## src/rtl/arb_pkg.sv

```systemverilog
// Shared types and constants for the unified instruction/data memory arbiter.
package arb_pkg;

    typedef enum logic [1:0] {
        IDLE   = 2'd0,
        GNT_IF = 2'd1,
        GNT_D  = 2'd2
    } arb_state_t;

    localparam logic [31:0] ARB_ABORT_DATA = 32'hDEAD_BEEF;

endpackage

```

## src/rtl/arb_watchdog.sv

```systemverilog
// Ack watchdog: loads on grant entry, counts down each grant cycle and flags
// expiry on the TIMEOUT-th cycle spent waiting. Used only with UNIFIED_MEM_ARB_TIMEOUT_EN.
module arb_watchdog #(
    parameter int TIMEOUT = 15
) (
    input  logic clk,
    input  logic reset,
    input  logic start,
    input  logic clear,
    output logic expire
);
    localparam int CW = (TIMEOUT > 1) ? $clog2(TIMEOUT + 1) : 1;

    logic [CW-1:0] count;
    logic          running;

    // Loaded with TIMEOUT-1 so the count reaches zero in the TIMEOUT-th grant cycle.
    always_ff @(posedge clk) begin
        if (reset || clear) begin
            running <= 1'b0;
            count   <= '0;
        end else if (start) begin
            running <= 1'b1;
            count   <= CW'(TIMEOUT - 1);
        end else if (running && (count != '0)) begin
            count <= count - 1'b1;
        end
    end

    assign expire = running && (count == '0);

endmodule

```

## src/rtl/unified_mem_arbiter.sv

```systemverilog
// Shares one single-ported memory between SCC fetch and data ports; data has
// priority with a starvation guard. Optional ack watchdog: UNIFIED_MEM_ARB_TIMEOUT_EN.
//
// state  | meaning
// IDLE   | no access outstanding, arbitrate every cycle
// GNT_IF | fetch access issued, waiting for mem_ack
// GNT_D  | data access issued, waiting for mem_ack
module unified_mem_arbiter
    import arb_pkg::*;
#(
    parameter int ADDR_W   = 32,
    parameter int DATA_W   = 32,
    parameter int MAX_WAIT = 3,
    parameter int TIMEOUT  = 15
) (
    input  logic              clk,
    input  logic              reset,
    input  logic              if_req,
    input  logic [ADDR_W-1:0] if_addr,
    output logic [DATA_W-1:0] if_rdata,
    output logic              if_ready,
    input  logic              d_req,
    input  logic              d_we,
    input  logic [ADDR_W-1:0] d_addr,
    input  logic [DATA_W-1:0] d_wdata,
    output logic [DATA_W-1:0] d_rdata,
    output logic              d_ready,
    output logic              mem_en,
    output logic              mem_we,
    output logic [ADDR_W-1:0] mem_addr,
    output logic [DATA_W-1:0] mem_wdata,
    input  logic [DATA_W-1:0] mem_rdata,
    input  logic              mem_ack,
    output logic              err
);
    localparam int SW = (MAX_WAIT > 0) ? $clog2(MAX_WAIT + 1) : 1;
    localparam logic [SW-1:0]     STARVE_MAX = SW'(MAX_WAIT);
    localparam logic [DATA_W-1:0] ABORT_DATA = DATA_W'(ARB_ABORT_DATA);

    if (TIMEOUT < 1) begin : g_bad_timeout
        $error("TIMEOUT must be at least 1");
    end

    arb_state_t    state;
    logic [SW-1:0] starve_cnt;
    logic          in_grant;
    logic          abort;
    logic          done;
    logic          pick_d;
    logic          pick_if;

    assign in_grant = (state == GNT_IF) || (state == GNT_D);

`ifdef UNIFIED_MEM_ARB_TIMEOUT_EN
    logic grant_start;
    logic expire;

    assign grant_start = (state == IDLE) && (d_req || if_req);

    arb_watchdog #(.TIMEOUT(TIMEOUT)) u_watchdog (
        .clk    (clk),
        .reset  (reset),
        .start  (grant_start),
        .clear  (done),
        .expire (expire)
    );

    // A late ack landing on the expiry cycle is treated as a normal completion.
    assign abort = in_grant && expire && !mem_ack;
`else
    assign abort = 1'b0;
`endif

    assign done     = in_grant && (mem_ack || abort);
    assign err      = abort;
    assign if_ready = (state == GNT_IF) && (mem_ack || abort);
    assign d_ready  = (state == GNT_D)  && (mem_ack || abort);
    assign if_rdata = !if_ready ? '0 : (abort ? ABORT_DATA : mem_rdata);
    assign d_rdata  = !d_ready  ? '0 : (abort ? ABORT_DATA : mem_rdata);

    assign pick_d  = d_req && !(if_req && (starve_cnt == STARVE_MAX));
    assign pick_if = if_req && !pick_d;

    always_ff @(posedge clk) begin
        if (reset) begin
            state      <= IDLE;
            mem_en     <= 1'b0;
            mem_we     <= 1'b0;
            mem_addr   <= '0;
            mem_wdata  <= '0;
            starve_cnt <= '0;
        end else begin
            case (state)
                IDLE: begin
                    if (pick_d) begin
                        state     <= GNT_D;
                        mem_en    <= 1'b1;
                        mem_we    <= d_we;
                        mem_addr  <= d_addr;
                        mem_wdata <= d_wdata;
                        // pick_d with if_req pending implies the counter is below MAX_WAIT
                        if (if_req) begin
                            starve_cnt <= starve_cnt + 1'b1;
                        end
                    end else if (pick_if) begin
                        state      <= GNT_IF;
                        mem_en     <= 1'b1;
                        mem_we     <= 1'b0;
                        mem_addr   <= if_addr;
                        starve_cnt <= '0;
                    end
                end
                GNT_IF, GNT_D: begin
                    if (done) begin
                        state  <= IDLE;
                        mem_en <= 1'b0;
                        mem_we <= 1'b0;
                    end
                end
                default: begin
                    state  <= IDLE;
                    mem_en <= 1'b0;
                    mem_we <= 1'b0;
                end
            endcase
        end
    end

endmodule
```

## config.mk

```make
export PLATFORM = sky130hd
export DESIGN_NAME = unified_mem_arbiter
export DESIGN_NICKNAME = d
export VERILOG_FILES = /design/src/rtl/arb_pkg.sv /design/src/rtl/arb_watchdog.sv /design/src/rtl/unified_mem_arbiter.sv
export SDC_FILE = /design/constraint.sdc
export NUM_CORES = 1
export LEC_CHECK = 0
export CAP_MARGIN = 15
export CORE_ASPECT_RATIO = 0.8
export CORE_MARGIN = 4
export CORE_UTILIZATION = 36
export DETAILED_ROUTE_END_ITERATION = 10
export GPL_ROUTABILITY_DRIVEN = 0
export PLACE_DENSITY_LB_ADDON = 0.25
export SLEW_MARGIN = 5
export SYNTH_ARGS = -nofsm -noshare
export SYNTH_HDL_FRONTEND = slang
export SYNTH_HIERARCHICAL = 1
export SYNTH_SLANG_ARGS = --single-unit
```

## constraint.sdc

```tcl
create_clock -name clk -period 3 [get_ports clk]
set_input_delay 0.9 -clock clk [delete_from_list [all_inputs] [get_ports clk]]
set_output_delay 0.9 -clock clk [all_outputs]
set_load 0.005 [all_outputs]
```

Word level (Yosys, flattened, before mapping)
Index checks and enable logic that the tools add are counted.
W data, S select, Z words.
{"block": "op_classes", "magnitude_cmp": 0, "addsub": 1, "n_reduce_logical": 16, "mul": 0, "eq_ne": 6, "shifts": 0, "mux": 18, "div": 0, "n_bitwise": 0}
{"operator": "$mux W32", "n": 4}
{"operator": "$mux W2", "n": 6}
{"operator": "$logic_and A1 B1 Y1", "n": 6}
{"operator": "$reduce_and A2 Y1", "n": 3}
{"operator": "$mux W1", "n": 5}
{"operator": "$eq A2 B2 Y1 const B", "n": 2}
{"operator": "$ne A2 B2 Y1 const B", "n": 2}
{"operator": "$pmux W1 S2", "n": 2}
{"operator": "$pmux W2 S2", "n": 1}
{"operator": "$ne A3 B3 Y1 const B", "n": 1}
{"operator": "$reduce_and A3 Y1", "n": 1}
{"operator": "$add A2 B1 Y2 const B", "n": 1}
{"operator": "$eq A2 B1 Y1 const B", "n": 1}
{"operator": "$logic_not A1 Y1", "n": 2}
{"operator": "$logic_not A2 Y1", "n": 1}
{"operator": "$reduce_bool A2 Y1", "n": 1}
{"operator": "$reduce_or A2 Y1", "n": 1}
{"operator": "$logic_or A1 B1 Y1", "n": 1}
{"block": "word_totals", "mem_count": 0, "out_inout_bits": 133, "rom_bits": 0, "latchBits": 0, "elab_cells": 47, "mem_bits_rw": 0, "ff_bits": 70}

Depth between registers and ports, before layout
Gate-level depths: netlist of run 1.
{"block": "depth", "ltp_word": 9, "depth_mapped": 7, "mapped_depth_nobuf": 5}

Least setup slack after synthesis of run 1
OpenSTA, ideal clock, no wires.
{"block": "synth_timing", "path_type": "in2out", "from": "input port mem_ack", "to": "output port if_rdata[25]", "arrival_time_ns": 1.497, "cell_stages": 3, "setup_slack_ns": 0.603, "path_cell_list": "clkbuf_1 -> clkbuf_1 -> and3_1"}
{"block": "synth_between", "elab_chain_len": 2}
{"element": "from (decl)", "line": "unified_mem_arbiter.sv:33", "rtl": "input logic mem_ack,"}
{"element": "$logic_and A1 B1 Y1", "line": "unified_mem_arbiter.sv:76", "rtl": "assign if_ready = (state == GNT_IF) && (mem_ack || abort);"}
{"element": "$mux W32", "line": "unified_mem_arbiter.sv:78", "rtl": "assign if_rdata = !if_ready ? '0 : (abort ? ABORT_DATA : mem_rdata);"}
{"element": "to (decl)", "line": "unified_mem_arbiter.sv:20", "rtl": "output logic [DATA_W-1:0] if_rdata,"}
No other way between the ends.

Worst setup path in the final report of run 1
{"block": "layout_timing", "from": "input port mem_rdata[16]", "to": "output port d_rdata[16]"}
{"block": "layout_between", "elab_chain_len": 1}
{"element": "from (decl)", "line": "unified_mem_arbiter.sv:32", "rtl": "input logic [DATA_W-1:0] mem_rdata,"}
{"element": "$mux W32", "line": "unified_mem_arbiter.sv:79", "rtl": "assign d_rdata = !d_ready ? '0 : (abort ? ABORT_DATA : mem_rdata);"}
{"element": "to (decl)", "line": "unified_mem_arbiter.sv:26", "rtl": "output logic [DATA_W-1:0] d_rdata,"}
No other way between the ends.

==> results of run 1 <==
-- cell families (layout without fill, tap and decap cells) --
kind of cell	Yosys count	count (layout)	share of synthesized area (%)
adder cells (fa/ha/maj)	4	4	1.49
AO/OA/AOI/OAI	139	139	24.1
buffers and inverters	51	296	6.76
flip-flops	70	70	41.8
other	1	1	0.112
AND/OR/NAND/NOR	170	170	25.7
-- flip-flops by register name (all words and copies together) (netlist names) --
name	count
mem_we	1
mem_addr	32
state	2
mem_wdata	32
starve_cnt	2
mem_en	1
-- timing repair --
item,4_1_cts,5_1_grt
gates resized for setup,5,10
gates cloned,1,0
hold endpoints to repair,0,0
setup endpoints to repair,66,11
buffers inserted,0,0
hold buffers,0,0
-- where the power goes --
part	internal (W)	switching [W]	total [W]	leakage, nW
clock	0.000578	0.000380	0.000958	0.132
combinational	0.000488	0.000375	0.000863	2.06
sequential	0.00103	0.0000512	0.00108	0.578
-- routing by layer --
layer | GRT usage, % | up-vias | share of wire (%)
li1 | - | 2026 | -
met3 | 8.31 | 28 | 9.4
met5 | 0 | - | 0
met1 | 29.9 | 1955 | 39
met4 | 8.02 | 0 | 2.2
met2 | 42.5 | 187 | 50
-- worst max path at each step --
stage                              from  cells past startpoint  slack, ns      endpoint
final                     mem_rdata[16]                      3       0.02   d_rdata[16]
after CTS                  mem_rdata[4]                      3      0.005    d_rdata[4]
after detailed placement        mem_ack                      4      -0.27   if_rdata[1]
after global routing      mem_rdata[21]                      3      0.001  if_rdata[21]
after floorplan                 mem_ack                      3       0.60  if_rdata[25]
after global placement          mem_ack                      4      -0.24   if_rdata[1]
-- metrics by stage --
stage	utilization (%)	worst slack, ns	instance area [um2]
detailed placement	66.7	-0.274	6050
floorplan	-	0.603	3350
global placement	66.7	-0.241	6050
finish	70.2	0.0231	6370
CTS	70.0	0.00526	6350
global route	70.2	0.00125	6370
-- cell usage after synthesis, drive strengths merged (2+ instances only) --
| cell | n |
|---|---|
| a211oi | 32 |
| nand3 | 32 |
| clkbuf | 28 |
| buf | 20 |
| and2 | 2 |
| o21ai | 33 |
| a21oi | 67 |
| a22o | 2 |
| dfxtp | 70 |
| and3 | 64 |
| nand2 | 35 |
| ha | 4 |
| inv | 3 |
| nor2 | 32 |
-- area by class of cell --
class	count	area [um2]	area share (%)
repair buffers	277	2820	44.2
multi-input cells	314	1730	27.1
flip-flops and latches	70	1400	22.0
clock buffers	12	246	3.87
well taps	115	144	2.26
clock inverters	4	22.5	0.353
inverters	3	11.3	0.177
-- critical path, stage by stage --
cell and delay, ns:
clkdlybuf4s50_1 0.48, and3_1 0.16, clkdlybuf4s50_1 0.54
==> flow_metrics.env, run 1 <==
export IMPL_grt_pass1_wl_um=21500
export IMPL_synth_area_leader_cell="dfxtp_1"
export IMPL_final_nets=813
export IMPL_viasPerCell=5.28
export IMPL_antenna_found_initial=0
export IMPL_initial_core_util_pct=36.9
export IMPL_drt_first_pass_iters=5
export IMPL_ir_worst_vdd_v=0.000381
export IMPL_ys_warn_count=6
export IMPL_grt_ovfl_total=0
export IMPL_critPathMaxFanout=2
export IMPL_mostFrequentLayoutCells="252 x clkdlybuf4s50_1, 70 x dfxtp_1, 67 x a21oi_1"
export IMPL_tritoncts="done"
export IMPL_synthTopCellsByArea="dfxtp_1 42%, and3_1 12%, a21oi_1 10%, a211oi_1 7.2%, nand3_1 4.8%"
export IMPL_antenna_diode_count=0
export IMPL_max_slew_margin_rel_pct=44.8
export IMPL_detail_route_antenna_nets=0
export IMPL_grt_usage_pct=25.1
export IMPL_drt_total_wl_um=14400
export IMPL_avgSynthCellArea_um2=7.70
export IMPL_slew_violations=0
export IMPL_syn_cell_area_um2=3350
export IMPL_crit_path_start_kind="input pin"
export IMPL_hold_ws_ns=0.453
export IMPL_die_area_um2=10900
export IMPL_hold_viol=0
export IMPL_fin_crit_ns=2.98
export IMPL_root_buffer="clkbuf_16"
export IMPL_synth_top_area_share_pct=41.8
export IMPL_nFillCells=727
export IMPL_clock_sinks=70
export IMPL_area_delta_synth_final_pct=90.3
export IMPL_fmax_ghz=0.336
export IMPL_synth_edf_count=0
export IMPL_numCtsBuffers=9
export IMPL_min_from="mem_en"
export IMPL_holdPathStages=1
export IMPL_outcome="finished clean"
export IMPL_vias=4196
export IMPL_ys_types=29
export IMPL_drive_gt1_share_pct=4.56
export IMPL_drc=0
export IMPL_syn_nets=573
export IMPL_grt_pass1_vias=4015
export IMPL_clock_latency_ns=0.33
export IMPL_worst_pin_slew_ns=0.827
export IMPL_core_area_um2=9080
export IMPL_synth_seq_cells=70
export IMPL_cts_max_level=3
export IMPL_fin_skew_ns=0.00396
export IMPL_p_total_w=0.00290
export IMPL_tns_ns=0
export IMPL_ys_seq_area_share_pct=41.8
export IMPL_required_ns=2.10
export IMPL_port_buffers=265
export IMPL_p_per_area_nw_per_um2=455
export IMPL_max_cap_viol_count=0
export IMPL_layout_commonest_cell="clkdlybuf4s50_1"
export IMPL_reg2reg_slack_ns=1.12
export IMPL_die_h_um=94.3
export IMPL_r2r_start="state[0]"
export IMPL_path_clk_slew_ns=0.05
export IMPL_grt_max_degree=44
export IMPL_netlist_instances=435
export IMPL_synthArstFlopShare_pct=0
export IMPL_synth_flop_cell="dfxtp_1"
export IMPL_rsz0062_at_grt="false"
export IMPL_pin_count=267
export IMPL_dr_first_iter_drc_count=342
export IMPL_r2r_end="mem_wdata[2]"
export IMPL_clockBufferDepth=2
export IMPL_dpl_cell_count=778
export IMPL_leakage_nw=2.77
export IMPL_hold_class="reg2reg"
export IMPL_setup_violations=0
export IMPL_crit_type="in2out"
export IMPL_fin_cells=795
export IMPL_arrival_ns=2.08
export IMPL_dieWidth_um=116
export IMPL_cp_end_kind="output pin"
export IMPL_avgRoutedWirePerCell_um=18.1
export IMPL_hold_path_end="mem_en"
export IMPL_dp_hpwl_um=10500
export IMPL_timing_final_crit_share_pct=99.2
export IMPL_rr_worst_depth=5
export IMPL_rows=31
(Power assumes the default switching activity.)
==> run 2: changes to the inputs <==
--- a/config.mk
+++ b/config.mk
@@ -8,7 +8,7 @@
 export CAP_MARGIN = 15
 export CORE_ASPECT_RATIO = 0.8
 export CORE_MARGIN = 4
-export CORE_UTILIZATION = 36
+export CORE_UTILIZATION = 30
 export DETAILED_ROUTE_END_ITERATION = 10
 export GPL_ROUTABILITY_DRIVEN = 0
 export PLACE_DENSITY_LB_ADDON = 0.25
==> run 2 against run 1 <==
Sequential power hardly changed. Core utilization is 11 points lower. Non-clock buffer count is 1 higher. First-iteration DRC count is 24% lower. Combinational power hardly changed. Setup slack worse by 0.011 ns. Critical path type unchanged. Wire length is 0.56% lower. Sequential cell count stayed put. Total power is 2.6% higher. Maximum frequency is 0.36% lower. Cell area is 0.92% higher.
==> flow_metrics.env, run 2 (synthesis results as in run 1) <==
export IMPL_fin_skew_ns=0.00881
export IMPL_layout_commonest_cell="clkdlybuf4s50_1"
export IMPL_reg2reg_slack_ns=1.03
export IMPL_viasPerCell=5.07
export IMPL_hold_ws_ns=0.460
export IMPL_max_slew_margin_rel_pct=43.1
export IMPL_critPathMaxFanout=2
export IMPL_cp_top_family="buffers and inverters"
export IMPL_rows=34
export IMPL_die_h_um=103
export IMPL_cts_max_level=3
export IMPL_cp_end_kind="output pin"
export IMPL_grt_max_degree=50
export IMPL_crit_chain="clkdlybuf4s50_1 > and3_1 > clkdlybuf4s50_1"
export IMPL_cpMaxStageDelayCell="clkdlybuf4s50_1"
export IMPL_tns_ns=0
export IMPL_clockBufferDepth=2
export IMPL_arrival_ns=2.09
export IMPL_path_clk_slew_ns=0.05
export IMPL_clock_sinks=70
export IMPL_final_nets=814
export IMPL_hold_viol=0
export IMPL_cp_common_cell="clkdlybuf4s50_1"
export IMPL_fmax_ghz=0.335
export IMPL_hold_buffers=0
export IMPL_root_buffer="clkbuf_16"
export IMPL_crit_path_start_kind="input pin"
export IMPL_path_buf_inv=2
export IMPL_ir_worst_vdd_v=0.000313
export IMPL_drt_met1_wl_um=5980
export IMPL_die_area_um2=12900
export IMPL_grt_ovfl_total=0
export IMPL_setup_violations=0
export IMPL_grt_usage_pct=20.8
export IMPL_p_per_area_nw_per_um2=463
export IMPL_drive_gt1_share_pct=4.55
export IMPL_antenna_found_initial=0
export IMPL_core_area_um2=10900
export IMPL_port_buffers=265
export IMPL_leakage_nw=2.68
export IMPL_fin_crit_ns=2.99
export IMPL_detail_route_antenna_nets=0
export IMPL_mostFrequentLayoutCells="258 x clkdlybuf4s50_1, 70 x dfxtp_1, 67 x a21oi_1"
export IMPL_vias=4182
export IMPL_dieWidth_um=126
export IMPL_initial_core_util_pct=30.8
export IMPL_grt_pass1_vias=4069
export IMPL_slew_violations=0
export IMPL_drt_first_pass_iters=4
export IMPL_numCtsBuffers=9
export IMPL_rsz0062_at_grt="false"
export IMPL_required_ns=2.10
export IMPL_timing_final_crit_share_pct=99.6
export IMPL_hold_class="reg2reg"
export IMPL_avgRoutedWirePerCell_um=17.4
export IMPL_crit_type="in2out"
export IMPL_drc=0
export IMPL_grt_pass1_wl_um=21900
export IMPL_wl_met2_um=7020
export IMPL_tritoncts="done"
export IMPL_cp_slowest_stage_delay_ns=0.51
export IMPL_drt_total_wl_um=14300
export IMPL_final_core_util_pct=59.1
export IMPL_max_cap_viol_count=0
export IMPL_wl_met3_um=1040
export IMPL_outcome="finished clean"
export IMPL_top_regs="mem_addr x32, mem_wdata x32"
export IMPL_clock_latency_ns=0.32
export IMPL_p_total_w=0.00298
export IMPL_highest_layer="met4"
export IMPL_pin_count=267
export IMPL_worst_pin_slew_ns=0.853
export IMPL_dp_hpwl_um=10400
export IMPL_area_delta_synth_final_pct=92.1
export IMPL_antenna_diode_count=0
export IMPL_dr_first_iter_drc_count=261
[run 2: worst register-to-register path: stages, from the launching register on]
cell      delay [ns]
dfxtp_1         0.33
inv_1           0.09
ha_1            0.24
buf_4           0.37
o21a_1          0.18
buf_4           0.34
nor2_1          0.10
a211oi_1        0.23
[run 2: repair_timing]
action | 4_1_cts | 5_1_grt
setup buffers | 0 | 0
cloned | 1 | 0
pin swaps | 0 | 0
endpoints found under the setup margin | 66 | 17
resized for setup | 5 | 8
[run 2: per-stage QoR]
stage	instances	instance area [um2]	setup slack, ns
after floorplan	435	3350	0.603
after global placement	808	6100	-0.221
after detailed placement	808	6100	-0.245
after CTS	825	6420	0.00803
after global routing	825	6430	0.00184
final	825	6430	0.0123
[run 2: layout make-up]
| class | instances | area [um2] |
|---|---|---|
| fill | 993 | 4460 |
| timing repair buffer | 278 | 2820 |
| multi-input combinational | 314 | 1730 |
| sequential | 70 | 1400 |
| clock buffer | 13 | 250 |
| tap | 144 | 180 |
| clock inverter | 3 | 43.8 |
| inverter | 3 | 11.3 |
[run 2: worst paths after layout]
check	startpoint	to	cells after the start
worst min register to register	mem_en	mem_en	1
worst min-delay path	mem_en	mem_en	1
worst max-delay path	mem_rdata[10]	d_rdata[10]	3
worst max register to register	state[0]	mem_addr[31]	7
[run 2: report_power, final]
part / total [W] / switching [W] / internal [W] / leakage (nW)
clock network: 0.00104 / 0.000371 / 0.000667 / 0.144
logic: 0.000861 / 0.000374 / 0.000487 / 1.96
registers: 0.00108 / 0.0000501 / 0.00103 / 0.578
[run 2: routing by layer]
metal,vias to the layer above,GRT usage [%]
li1,2022,-
met1,1979,25.6
met2,159,35.4
met3,22,7.15
met4,0,5.36
met5,-,0
